$ cat config.mk
export PLATFORM = sky130hd
export DESIGN_NAME = vram_arb
export DESIGN_NICKNAME = d
export VERILOG_FILES = /design/src/rtl/xosera_pkg.sv /design/src/rtl/vram_req_port.sv /design/src/rtl/vram_arb.sv
export SDC_FILE = /design/constraint.sdc
export NUM_CORES = 1
export LEC_CHECK = 0
export CAP_MARGIN = 40
export CORE_ASPECT_RATIO = 1.75
export CORE_MARGIN = 5
export CORE_UTILIZATION = 45
export CTS_CLUSTER_SIZE = 20
export DETAILED_ROUTE_END_ITERATION = 10
export GPL_ROUTABILITY_DRIVEN = 0
export PLACE_DENSITY = 0.87
export REMOVE_ABC_BUFFERS = 1
export SYNTH_ARGS = -nofsm -noshare
export SYNTH_HDL_FRONTEND = slang
export SYNTH_HIERARCHICAL = 1
export SYNTH_SLANG_ARGS = --single-unit
$ cat constraint.sdc
create_clock -name clk -period 3.45 [get_ports clk]
set_input_delay 0.8625 -clock clk [delete_from_list [all_inputs] [get_ports clk]]
set_output_delay 0.8625 -clock clk [all_outputs]
set_load 0.005 [all_outputs]
$ cat src/rtl/xosera_pkg.sv
// Shared Xosera types: VRAM address/word widths and the VRAM pipeline owner tag.
package xosera_pkg;

    typedef logic [15:0] addr_t;
    typedef logic [15:0] word_t;

    typedef enum logic [1:0] {
        OWN_NONE = 2'd0,
        OWN_VGEN = 2'd1,
        OWN_REGS = 2'd2,
        OWN_BLIT = 2'd3
    } vram_owner_t;

endpackage

$ cat src/rtl/vram_req_port.sv
// One handshake requester's side of the VRAM arbiter: busy flag, ack pulse
// and the read-data hold register.
module vram_req_port
    import xosera_pkg::*;
(
    input  logic        clk,
    input  logic        reset,
    input  logic        grant_i,
    input  logic        wr_i,
    input  logic        done_i,
    input  logic [15:0] rdata_i,
    output logic        busy_o,
    output logic        ack_o,
    output logic [15:0] data_o
);

    logic  busy_q, busy_d;
    logic  ack_q, ack_d;
    logic  wr_q, wr_d;
    word_t data_q, data_d;

    // done_i marks stage2 ownership; grant and done never coincide for one port
    // because the next grant is only possible after the ack cycle.
    always_comb begin
        busy_d = busy_q;
        wr_d   = wr_q;
        data_d = data_q;
        ack_d  = done_i;
        if (grant_i) begin
            busy_d = 1'b1;
            wr_d   = wr_i;
        end
        if (done_i) begin
            busy_d = 1'b0;
            if (!wr_q) begin
                data_d = rdata_i;
            end
        end
    end

    always_ff @(posedge clk) begin
        if (reset) begin
            busy_q <= 1'b0;
            ack_q  <= 1'b0;
            wr_q   <= 1'b0;
            data_q <= '0;
        end else begin
            busy_q <= busy_d;
            ack_q  <= ack_d;
            wr_q   <= wr_d;
            data_q <= data_d;
        end
    end

    assign busy_o = busy_q;
    assign ack_o  = ack_q;
    assign data_o = data_q;

endmodule

$ cat src/rtl/vram_arb.sv
// VRAM port master: fixed-priority arbitration (vgen > regs > blit) with owner
// tracking through the one-cycle VRAM read latency.
module vram_arb
    import xosera_pkg::*;
(
    input  logic        clk,
    input  logic        reset,
    input  logic        vgen_sel,
    input  logic [15:0] vgen_addr,
    output logic [15:0] vgen_data,
    input  logic        regs_sel,
    input  logic        regs_wr,
    input  logic [3:0]  regs_mask,
    input  logic [15:0] regs_addr,
    input  logic [15:0] regs_data_in,
    output logic        regs_ack,
    output logic [15:0] regs_data_out,
    input  logic        blit_sel,
    input  logic        blit_wr,
    input  logic [3:0]  blit_mask,
    input  logic [15:0] blit_addr,
    input  logic [15:0] blit_data_in,
    output logic        blit_ack,
    output logic [15:0] blit_data_out,
    output logic        vram_wr_en,
    output logic [3:0]  vram_wr_mask,
    output logic [15:0] vram_addr,
    output logic [15:0] vram_data_out,
    input  logic [15:0] vram_data_in
);

    vram_owner_t win;
    vram_owner_t stage1_q, stage1_d;
    vram_owner_t stage2_q, stage2_d;

    logic        wr_en_q, wr_en_d;
    logic [3:0]  wr_mask_q, wr_mask_d;
    addr_t       addr_q, addr_d;
    word_t       wdata_q, wdata_d;

    logic        regs_busy, blit_busy;
    logic        regs_elig, blit_elig;

    // A port in its ack cycle is not eligible, so a held sel is not re-granted.
    assign regs_elig = regs_sel && !regs_busy && !regs_ack;
    assign blit_elig = blit_sel && !blit_busy && !blit_ack;

    always_comb begin
        win = OWN_NONE;
        if (vgen_sel) begin
            win = OWN_VGEN;
        end else if (regs_elig) begin
            win = OWN_REGS;
        end else if (blit_elig) begin
            win = OWN_BLIT;
        end
    end

    always_comb begin
        wr_en_d   = 1'b0;
        wr_mask_d = wr_mask_q;
        addr_d    = addr_q;
        wdata_d   = wdata_q;
        case (win)
            OWN_VGEN: begin
                addr_d = vgen_addr;
            end
            OWN_REGS: begin
                wr_en_d   = regs_wr;
                wr_mask_d = regs_mask;
                addr_d    = regs_addr;
                wdata_d   = regs_data_in;
            end
            OWN_BLIT: begin
                wr_en_d   = blit_wr;
                wr_mask_d = blit_mask;
                addr_d    = blit_addr;
                wdata_d   = blit_data_in;
            end
            default: begin
                wr_en_d = 1'b0;
            end
        endcase
        stage1_d = win;
        stage2_d = stage1_q;
    end

    always_ff @(posedge clk) begin
        if (reset) begin
            wr_en_q   <= 1'b0;
            wr_mask_q <= '0;
            addr_q    <= '0;
            wdata_q   <= '0;
            stage1_q  <= OWN_NONE;
            stage2_q  <= OWN_NONE;
        end else begin
            wr_en_q   <= wr_en_d;
            wr_mask_q <= wr_mask_d;
            addr_q    <= addr_d;
            wdata_q   <= wdata_d;
            stage1_q  <= stage1_d;
            stage2_q  <= stage2_d;
        end
    end

    vram_req_port u_regs_port (
        .clk     (clk),
        .reset   (reset),
        .grant_i (win == OWN_REGS),
        .wr_i    (regs_wr),
        .done_i  (stage2_q == OWN_REGS),
        .rdata_i (vram_data_in),
        .busy_o  (regs_busy),
        .ack_o   (regs_ack),
        .data_o  (regs_data_out)
    );

    vram_req_port u_blit_port (
        .clk     (clk),
        .reset   (reset),
        .grant_i (win == OWN_BLIT),
        .wr_i    (blit_wr),
        .done_i  (stage2_q == OWN_BLIT),
        .rdata_i (vram_data_in),
        .busy_o  (blit_busy),
        .ack_o   (blit_ack),
        .data_o  (blit_data_out)
    );

    // Video data is the raw VRAM read bus; vgen owns it two cycles after its request.
    assign vgen_data     = vram_data_in;
    assign vram_wr_en    = wr_en_q;
    assign vram_wr_mask  = wr_mask_q;
    assign vram_addr     = addr_q;
    assign vram_data_out = wdata_q;

endmodule

Yosys cells after proc, flatten, opt, wreduce, memory -nomap -nowiden
Index checks and enable logic that the tools add are counted.
Word-level totals
  register bits: 79
  bits of input ports: 111
  output and inout bits: 87
  logic and storage cells: 42
Operators by class
  eq/ne operators: 5
  multiplexer cells: 7
  bitwise gates (word level): 2
  reductions and logical operators: 14
Operator list (count)
  16-bit case mux with 3 select lines: 1
  16-bit case mux with 2 select lines: 1
  2-bit equality test, second input constant: 4
  4-bit case mux with 2 select lines: 1
  2-bit 2-to-1 mux: 3
  1-bit logical AND: 4
  1-bit zero test: 4
  2-bit AND reduction: 2
  2-bit OR reduction: 2
  3-bit nonzero test: 1
  2-bit by 1-bit equality test with 1-bit output, second input constant: 1
  1-bit NOT: 2
  1-bit case mux with 2 select lines: 1
  2-bit nonzero test: 1

Logic depth before layout (Yosys ltp)
Gate-level depths: netlist (run 1).
  depth after elaboration: 8
  mapped depth: 6

Modules after synthesis
The synthesis (run 1) kept the hierarchy.
Modules (own cells, without submodules)
  vram_arb: instances 1, cells each 250, area each 2411.1 um^2
  vram_req_port: instances 2, cells each 79, area each 865.8 um^2

Least setup slack after synthesis (run 1)
Ideal clock, no wire load.
  path kind: input to register
  start: input port blit_sel
  end: register u_blit_port.wr_q
  library setup time: 0.123 ns
  arrival: 1.886 ns
  data required time: 3.327 ns
  setup slack: 1.442 ns
  stages on the path: 5
  path through: or3b_4 buf_6 nor3_1 mux2i_1 nor2_1
On the way
  cells in the longest elaborated chain, start to end: 6
RTL lines
  start: declaration: line vram_arb.sv:18  | input logic blit_sel,
  1-bit logical AND (2 in a row): line vram_arb.sv:46  | assign blit_elig = blit_sel && !blit_busy && !blit_ack;
  2-bit 2-to-1 mux: line vram_arb.sv:54  | end else if (blit_elig) begin
  2-bit 2-to-1 mux: line vram_arb.sv:52  | end else if (regs_elig) begin
  2-bit 2-to-1 mux: line vram_arb.sv:50  | if (vgen_sel) begin
  2-bit equality test: line vram_arb.sv:121  | .grant_i (win == OWN_BLIT),
  end signal: assignment: line vram_req_port.sv:50  | wr_q <= wr_d;
  end: declaration: line vram_req_port.sv:19  | logic wr_q, wr_d;
No other way between the ends.
A chain may end at the register's enable or synchronous reset.

Worst setup path in the final report (run 1)
  start: input port vram_data_in[8]
  end: output port vgen_data[8]
RTL lines
  start: declaration: line vram_arb.sv:29  | input logic [15:0] vram_data_in
  end: declaration: line vram_arb.sv:10  | output logic [15:0] vgen_data,
No word-level cell between the ends.

==> results.sh, run 1 <==
export IMPL_synthArstFlopShare_pct=0
export IMPL_cap_viol_max_count=0
export IMPL_ctsResizeCount=0
export IMPL_multiInputGateArea_um2=2086
export IMPL_layout_min_cycle_time_ns=2.760
export IMPL_start_util_pct=45.85
export IMPL_area_delta_synth_final_pct=51.07
export IMPL_irDropWorstVdd_uv=362.4
export IMPL_htreeDepth=3
export IMPL_fp_dieW_um=82.53
export IMPL_fin_area_um2=6259
export IMPL_worstPathCellList="clkdlybuf4s50_1 > clkdlybuf4s50_1"
export IMPL_outcome="complete, no violations"
export IMPL_hold_viol=0
export IMPL_hold_buffers=0
export IMPL_yosys_warnings=6
export IMPL_cts_tree="done"
export IMPL_power_density_nw_per_um2=389.1
export IMPL_postSynthAreaPerCell_um2=10.15
export IMPL_cp_max_fo=3
export IMPL_cts_buffer_depth=2
export IMPL_start_kind="primary input"
export IMPL_crit_slowest_cell="clkdlybuf4s50_1"
export IMPL_power_leakage_nw=2.202
export IMPL_grt_pass1_vias=4089
export IMPL_crit_family="buffers and inverters"
export IMPL_finalSetupTns_ns=0
export IMPL_nets=680
export IMPL_clk_pin_slew_ns=0.06
export IMPL_setup_violations=0
export IMPL_fp_coreArea_um2=9036
export IMPL_ys_ff_latch=79
export IMPL_netlist_top_cells_area="dfxtp_1 (38%), nand4bb_1 (8.7%), nand2b_1 (4.8%), or4b_1 (4.8%), mux2i_1 (4.3%)"
export IMPL_yosysSeqAreaShare_pct=38.18
export IMPL_grt_first_pass_wirelength_um=20760
export IMPL_synth_edff_count=0
export IMPL_io_buffers=197
export IMPL_insertion_delay_ns=0.33
export IMPL_cts_sinks=79
export IMPL_slowest_delay_ns=0.52
export IMPL_r2r_slack_ns=1.48
export IMPL_root_buffer="clkbuf_16"
export IMPL_die_height_um=136.9
export IMPL_fin_crit_sh_pct=80.00
export IMPL_cts_setup_buffers=0
export IMPL_cpMostUsedCell="clkdlybuf4s50_1"
export IMPL_placed_area_um2=5957
export IMPL_drv_slew=0
export IMPL_fmax_mhz=362.3
export IMPL_fill_cells=741
export IMPL_grt_start_max_net_pins=65
export IMPL_synth_cell_area_um2=4143
export IMPL_slew_headroom_pct=46.13
export IMPL_synth_cell_type_count=35
export IMPL_critPathRequiredTime_ns=2.59
export IMPL_num_vias=3944
export IMPL_io_pins=198
export IMPL_synth_cells=408
export IMPL_instances_no_fill=695
export IMPL_synthFlopType="dfxtp_1"
export IMPL_worst_slew_pin_slew_ns=0.8080
export IMPL_grt_overflow_total=0
export IMPL_track_usage_pct=24.21
export IMPL_path_class="primary input to primary output"
export IMPL_placed_cells=678
export IMPL_seqCellArea_um2=1582
export IMPL_skew_ns=0.007115
export IMPL_yosysTopAreaCell="dfxtp_1"
export IMPL_avgRoutedWirePerCell_um=19.73
export IMPL_dr_pass1_iters=7
export IMPL_final_common_cell="clkdlybuf4s50_1"
export IMPL_synth_top_area_share_pct=38.18
export IMPL_hp_class="register to register"
export IMPL_drt_wl_total_um=13710
export IMPL_viasPerCell=5.675
export IMPL_cts_buffers=9
export IMPL_grt_setup_unrepaired="false"
export IMPL_drive_above_1_share_pct=11.85
export IMPL_critPathArrivalTime_ns=1.90
export IMPL_place_hpwl_um=10070
export IMPL_ant_nets=0
export IMPL_drtIter0Drc=175
export IMPL_final_cell_mix="clkdlybuf4s50_1 (196), dfxtp_1 (79), nand2b_1 (32), nand4bb_1 (32), inv_1 (21)"
export IMPL_drc=0
export IMPL_grt_antenna_before_repair=1
export IMPL_critical_path_buf_inv_count=2
export IMPL_die_area_um2=11300
export IMPL_rows=46
export IMPL_cp_end_kind="primary output"
## path summary, 6_finish.rpt
kind	end	from	cells past startpoint
setup / recovery	vgen_data[8]	vram_data_in[8]	2
hold / removal	stage2_q[0]	stage1_q[0]	1
setup reg to reg	vram_data_out[0]	u_regs_port/busy_o	3
hold reg to reg	stage2_q[0]	stage1_q[0]	1
## per-layer routing
layer	up-vias	share of wire [%]	track usage, %
li1	1840	-	-
met1	1877	34	24.39
met2	179	55	43.71
met3	48	5.1	4.677
met4	0	5.9	15.45
met5	-	0	0
## metrics by stage
step                      setup WS (ns)  power (mW)  hold WS (ns)  util, %
after detailed placement         0.6900       1.515        0.4239    65.92
after floorplan                  0.6725       1.185        0.4138        -
after global placement           0.7156       1.499        0.4182    65.92
after CTS                        0.6869       2.461        0.4371    69.23
after global routing             0.6542       2.530        0.4692    69.26
final                            0.6902       2.435        0.4386    69.26
## synth_stat cells, drive strengths merged, types with 16 or more instances
master / n
o221ai: 16
nand4bb: 32
clkbuf: 21
nand2: 17
buf: 34
o31ai: 20
dfxtp: 79
a221oi: 20
inv: 21
nand2b: 32
nand4: 16
or4b: 20
o21ai: 33
mux2i: 18
## area by class of cell
type,count,area share (%)
Clock buffer,9,3.599
Inverter,22,1.319
Timing Repair Buffer,207,32.87
Antenna cell,1,0.03998
Clock inverter,7,1.180
Tap cell,120,2.399
Sequential cell,79,25.27
Multi-Input combinational cell,250,33.33
## registers in the layout (all words and copies together) (netlist names), 2 cells and up
signal and flops:
stage1_q 2, vram_data_out 16, u_regs_port/data_o 16, u_blit_port/data_o 16, vram_wr_mask 4, vram_addr 16, stage2_q 2
## power by group
part	switching [mW]	internal [mW]	leakage [nW]	total (mW)
logic	0.197	0.300	1.42	0.497
clock network	0.379	0.560	0.134	0.939
registers	0.0365	0.963	0.647	0.999
total	0.612	1.82	2.20	2.44
## cells by family (layout without fill, tap and decap cells)
group	count (synthesis)	in the layout	synth area share, %
AO/OA/AOI/OAI	91	91	19.48
buffers and inverters	79	245	11.63
flip-flops	79	79	38.18
multiplexers	18	18	4.349
other	0	1	0
AND/OR/NAND/NOR	141	141	26.37
No activity file was read; power rests on OpenSTA's default activity.
==> run 2: changes to the inputs <==
Settings changed: CORE_UTILIZATION 45 to 41, PLACE_DENSITY 0.87 to 0.81.
Clock period 3.45 ns to 2.6 ns, I/O delays scaled along.
==> run 2 against run 1 <==
Effect of this change: non-clock buffer count grew 2; routed wire length shrank 6.1%; critical path depth is the same.
==> results.sh, run 2 (synthesis gave the netlist of run 1 again) <==
export IMPL_slowest_delay_ns=0.54
export IMPL_fp_coreArea_um2=9910
export IMPL_rows=48
export IMPL_io_buffers=197
export IMPL_drive_above_1_share_pct=11.98
export IMPL_ant_nets=0
export IMPL_fp_dieW_um=85.99
export IMPL_holdWs_ns=0.4360
export IMPL_placed_cells=685
export IMPL_placed_area_um2=5993
export IMPL_critPathRequiredTime_ns=1.95
export IMPL_clk_pin_slew_ns=0.06
export IMPL_crit_start="vram_data_in[13]"
export IMPL_drt_wl_total_um=12870
export IMPL_instances_no_fill=701
export IMPL_avgRoutedWirePerCell_um=18.36
export IMPL_finalWorstSetupSlack_ns=0.2470
export IMPL_skew_ns=0.008385
export IMPL_dr_pass1_iters=4
export IMPL_grt_first_pass_wirelength_um=20020
export IMPL_insertion_delay_ns=0.33
export IMPL_crit_family="buffers and inverters"
export IMPL_critPathArrivalTime_ns=1.70
export IMPL_grt_start_max_net_pins=112
export IMPL_cp_end_kind="primary output"
export IMPL_track_usage_pct=20.52
export IMPL_grt_overflow_total=0
export IMPL_cpMostUsedCell="clkdlybuf4s50_1"
export IMPL_fin_crit_sh_pct=90.50
export IMPL_grt_antenna_before_repair=0
export IMPL_p_total_mw=3.144
export IMPL_hold_viol=0
export IMPL_htreeDepth=3
export IMPL_drtIter0Drc=149
export IMPL_grt_setup_unrepaired="false"
export IMPL_diodes=0
export IMPL_cap_viol_max_count=0
export IMPL_cts_tree="done"
export IMPL_path_class="primary input to primary output"
export IMPL_final_common_cell="clkdlybuf4s50_1"
export IMPL_cp_endpoint="vgen_data[13]"
export IMPL_final_cell_mix="clkdlybuf4s50_1 (196), dfxtp_1 (79), nand2b_1 (32), nand4bb_1 (32), inv_1 (21)"
export IMPL_power_leakage_nw=2.220
export IMPL_start_util_pct=41.81
export IMPL_cp_depth=2
export IMPL_hold_buffers=0
export IMPL_worst_slew_pin_slew_ns=0.7492
export IMPL_slew_headroom_pct=49.86
export IMPL_postLayoutCoreUtil_pct=63.28
export IMPL_pre_cts_ws_ns=0.1712
export IMPL_combinationalPowerShare_pct=21.1
export IMPL_seqPwrFrac_pct=42.0
export IMPL_drc=0
export IMPL_p_clk_share_pct=36.9
export IMPL_worstPathCellList="clkdlybuf4s50_1 > clkdlybuf4s50_1"
export IMPL_place_hpwl_um=9303
export IMPL_cts_setup_buffers=0
export IMPL_finalSetupTns_ns=0
export IMPL_power_internal_mw=2.376
export IMPL_cts_sinks=79
export IMPL_rr_worst_depth=4
export IMPL_num_vias=3887
export IMPL_fin_area_um2=6271
export IMPL_layout_min_cycle_time_ns=2.353
export IMPL_cts_buffers=9
export IMPL_irDropWorstVdd_uv=396.9
export IMPL_die_height_um=143.0
export IMPL_drv_slew=0
export IMPL_r2r_end="vram_wr_mask[0]"
export IMPL_power_density_nw_per_um2=501.3
export IMPL_start_kind="primary input"
export IMPL_outcome="complete, no violations"
export IMPL_io_pins=198
export IMPL_viasPerCell=5.545
export IMPL_nets=682
export IMPL_fill_cells=825
export IMPL_root_buffer="clkbuf_16"
export IMPL_netSwitchingFraction_pct=24.41
export IMPL_r2r_slack_ns=0.63
export IMPL_crit_slowest_cell="clkdlybuf4s50_1"
export IMPL_ctsResizeCount=0
export IMPL_cts_buffer_depth=2
export IMPL_power_switching_mw=0.7674
export IMPL_die_area_um2=12290
export IMPL_critical_path_buf_inv_count=2
export IMPL_cp_max_fo=3
export IMPL_setup_violations=0
export IMPL_rr_startpoint="u_regs_port/ack_o"
export IMPL_grt_pass1_vias=3972
export IMPL_fmax_mhz=425.0
export IMPL_hp_class="register to register"
export IMPL_area_delta_synth_final_pct=51.37
[run 2: worst min-delay path by stage]
stage / from / endpoint / slack [ns] / depth (start not counted)
2_1_floorplan: stage1_q[0] / stage2_q[0] / 0.41 / 1
3_3_place_gp: stage1_q[0] / stage2_q[0] / 0.42 / 1
3_5_place_dp: stage1_q[0] / stage2_q[0] / 0.43 / 1
4_1_cts: stage1_q[0] / stage2_q[0] / 0.45 / 1
5_1_grt: stage1_q[0] / stage2_q[0] / 0.47 / 1
6_report: stage1_q[0] / stage2_q[0] / 0.44 / 1
[run 2: power by group through the flow]
stage	logic, mW	registers (mW)	clock network, mW
6_report	0.662	1.32	1.16
5_1_grt	0.710	1.33	1.25
4_1_cts	0.666	1.32	1.20
3_5_place_dp	0.663	1.35	0
3_3_place_gp	0.653	1.34	0
2_1_floorplan	0.225	1.35	0
[run 2: layout make-up]
cell class	instances	area [µm²]	share of cell area (%)
Inverter	22	82.58	1.317
Clock buffer	13	260.3	4.150
Timing Repair Buffer	209	2085	33.24
Sequential cell	79	1582	25.22
Clock inverter	3	17.52	0.2793
Tap cell	125	156.4	2.494
Multi-Input combinational cell	250	2088	33.30
[run 2: worst register-to-register path: cells and delay by family (launching register included)]
kind            cells  cell delay (ns)
compound gates      2             0.83
flops               1             0.65
buf+inv             1             0.25
simple gates        1             0.08
[run 2: layer usage]
| metal | GRT usage (%) | share of wire [%] |
|---|---|---|
| met5 | 0 | 0 |
| met4 | 8.757 | 3.3 |
| met3 | 5.774 | 7.3 |
| met2 | 37.66 | 53 |
| met1 | 21.40 | 36 |
==> run 3: changes to the inputs <==
Settings changed: CAP_MARGIN 40 to not set, CORE_UTILIZATION 41 to 37, PLACE_DENSITY 0.81 to 0.77.
Clock period 2.6 ns to 2.1 ns, I/O delays scaled along.
==> run 3 against run 2 <==
Effect of this change: die area rose by 9.8%; global-route usage decreased by 1.5 points; worst hold slack worse by 0.0031 ns.
==> results.sh, run 3 (synthesis gave the netlist of run 1 again) <==
export IMPL_holdPathStages=1
export IMPL_avgRoutedWirePerCell_um=18.16
export IMPL_grt_antenna_before_repair=0
export IMPL_die_area_um2=13500
export IMPL_insertion_delay_ns=0.33
export IMPL_drtIter0Drc=127
export IMPL_final_common_cell="clkdlybuf4s50_1"
export IMPL_pre_cts_ws_ns=-0.1735
export IMPL_start_util_pct=37.53
export IMPL_cp_end_kind="primary output"
export IMPL_critPathRequiredTime_ns=1.57
export IMPL_clk_pin_slew_ns=0.06
export IMPL_grt_pass1_vias=4330
export IMPL_irDropWorstVdd_uv=590.7
export IMPL_r2r_slack_ns=0.51
export IMPL_critPathArrivalTime_ns=1.54
export IMPL_cts_setup_buffers=0
export IMPL_drc=0
export IMPL_rr_startpoint="u_blit_port/ack_o"
export IMPL_area_delta_synth_final_pct=57.32
export IMPL_diodes=0
export IMPL_postLayoutCoreUtil_pct=59.04
export IMPL_place_hpwl_um=9713
export IMPL_io_pins=198
export IMPL_rr_worst_depth=4
export IMPL_layout_min_cycle_time_ns=2.066
export IMPL_io_buffers=197
export IMPL_min_delay_start="stage1_q[1]"
export IMPL_die_height_um=150.0
export IMPL_holdWs_ns=0.4329
export IMPL_cp_max_fo=2
export IMPL_drive_above_1_share_pct=15.44
export IMPL_fp_dieW_um=89.99
export IMPL_grt_setup_unrepaired="false"
export IMPL_power_density_nw_per_um2=647.8
export IMPL_crit_family="buffers and inverters"
export IMPL_cap_viol_max_count=0
export IMPL_track_usage_pct=19.03
export IMPL_fmax_mhz=484.1
export IMPL_root_buffer="clkbuf_16"
export IMPL_worst_slew_pin_slew_ns=0.7016
export IMPL_grt_first_pass_wirelength_um=21230
export IMPL_crit_slowest_cell="clkdlybuf4s50_1"
export IMPL_cts_buffers=9
export IMPL_finalWorstSetupSlack_ns=0.03427
export IMPL_nets=703
export IMPL_hold_viol=0
export IMPL_dr_pass1_iters=7
export IMPL_rows=51
export IMPL_hp_class="register to register"
export IMPL_cpMostUsedCell="clkdlybuf4s50_1"
export IMPL_start_kind="primary input"
export IMPL_critical_path_buf_inv_count=2
export IMPL_viasPerCell=5.510
export IMPL_path_class="primary input to primary output"
export IMPL_setup_violations=0
export IMPL_skew_ns=0.01045
export IMPL_drt_wl_total_um=13220
export IMPL_min_to="stage2_q[1]"
export IMPL_worstPathCellList="clkdlybuf4s50_1 > clkdlybuf4s50_1"
export IMPL_grt_overflow_total=0
export IMPL_power_leakage_nw=2.359
export IMPL_cts_sinks=79
export IMPL_final_cell_mix="clkdlybuf4s50_1 (196), dfxtp_1 (78), nand2b_1 (32), nand4bb_1 (32), buf_4 (30)"
export IMPL_fp_coreArea_um2=11040
export IMPL_ant_nets=0
export IMPL_fill_cells=980
export IMPL_outcome="complete, no violations"
export IMPL_cts_tree="done"
export IMPL_slew_headroom_pct=53.05
export IMPL_r2r_end="vram_data_out[8]"
export IMPL_htreeDepth=3
export IMPL_grt_start_max_net_pins=74
export IMPL_slowest_delay_ns=0.52
export IMPL_num_vias=4011
export IMPL_fin_crit_sh_pct=98.37
export IMPL_drv_slew=0
export IMPL_cts_buffer_depth=2
[run 3: changes by cell type in the layout (fill, tap and decap cells not counted), sizes merged]
cell	previous run	this run
bufinv	0	2
clkinvlp	1	0
buf	13	34
clkinv	3	2
clkbuf	13	12
[run 3: timing repair]
action / CTS / global route
hold buffers: 0 / 0
endpoints found under the setup margin: 1 / 0
gates resized for setup: 1 / 0
[run 3: final cells by class]
type / instances / area, µm² / area share, %
multi-input cells: 250 / 2088 / 32.04
well taps: 132 / 165.2 / 2.534
repair buffers: 230 / 2267 / 34.79
flip-flops and latches: 79 / 1583 / 24.28
clock inverters: 3 / 65.06 / 0.9983
clock buffers: 12 / 266.5 / 4.089
inverters: 22 / 82.58 / 1.267
[run 3: metal layers]
metal	part of all wire, %	vias to the layer above	wire length, µm	track usage [%]
met5	0	-	0	0
met4	4.3	0	570	9.836
met3	5.6	38	741	3.974
met2	54	165	7116	35.23
met1	36	1911	4795	19.99
li1	-	1897	-	-
[run 3: report_power, final]
part | leakage [nW] | internal [mW] | switching [mW] | total [mW]
clock | 0.165 | 1.13 | 0.590 | 1.72
sequential | 0.648 | 1.58 | 0.0584 | 1.64
combinational | 1.55 | 0.532 | 0.329 | 0.861
total | 2.36 | 3.24 | 0.978 | 4.22
[run 3: stage by stage]
stage,instances,setup TNS (ns),power (mW),area (µm²)
after floorplan,351,-7.657,1.947,3744
after global placement,713,-2.343,2.515,6185
after detailed placement,713,-4.448,2.533,6185
after CTS,728,0,4.272,6518
after global routing,728,0,4.408,6518
final,728,0,4.222,6518
[run 3: how the worst max path moves through the flow]
stage                          startpoint          endpoint  slack (ns)  depth (start not counted)
after CTS                 vram_data_in[5]      vgen_data[5]        0.02                          2
after detailed placement         regs_sel  vram_data_out[1]       -0.17                          4
after global placement           regs_sel  vram_data_out[0]       -0.11                          4
final                     vram_data_in[5]      vgen_data[5]        0.03                          2
after global routing      vram_data_in[9]      vgen_data[9]       0.008                          2
after floorplan                  blit_sel  vram_data_out[0]       -0.34                          3
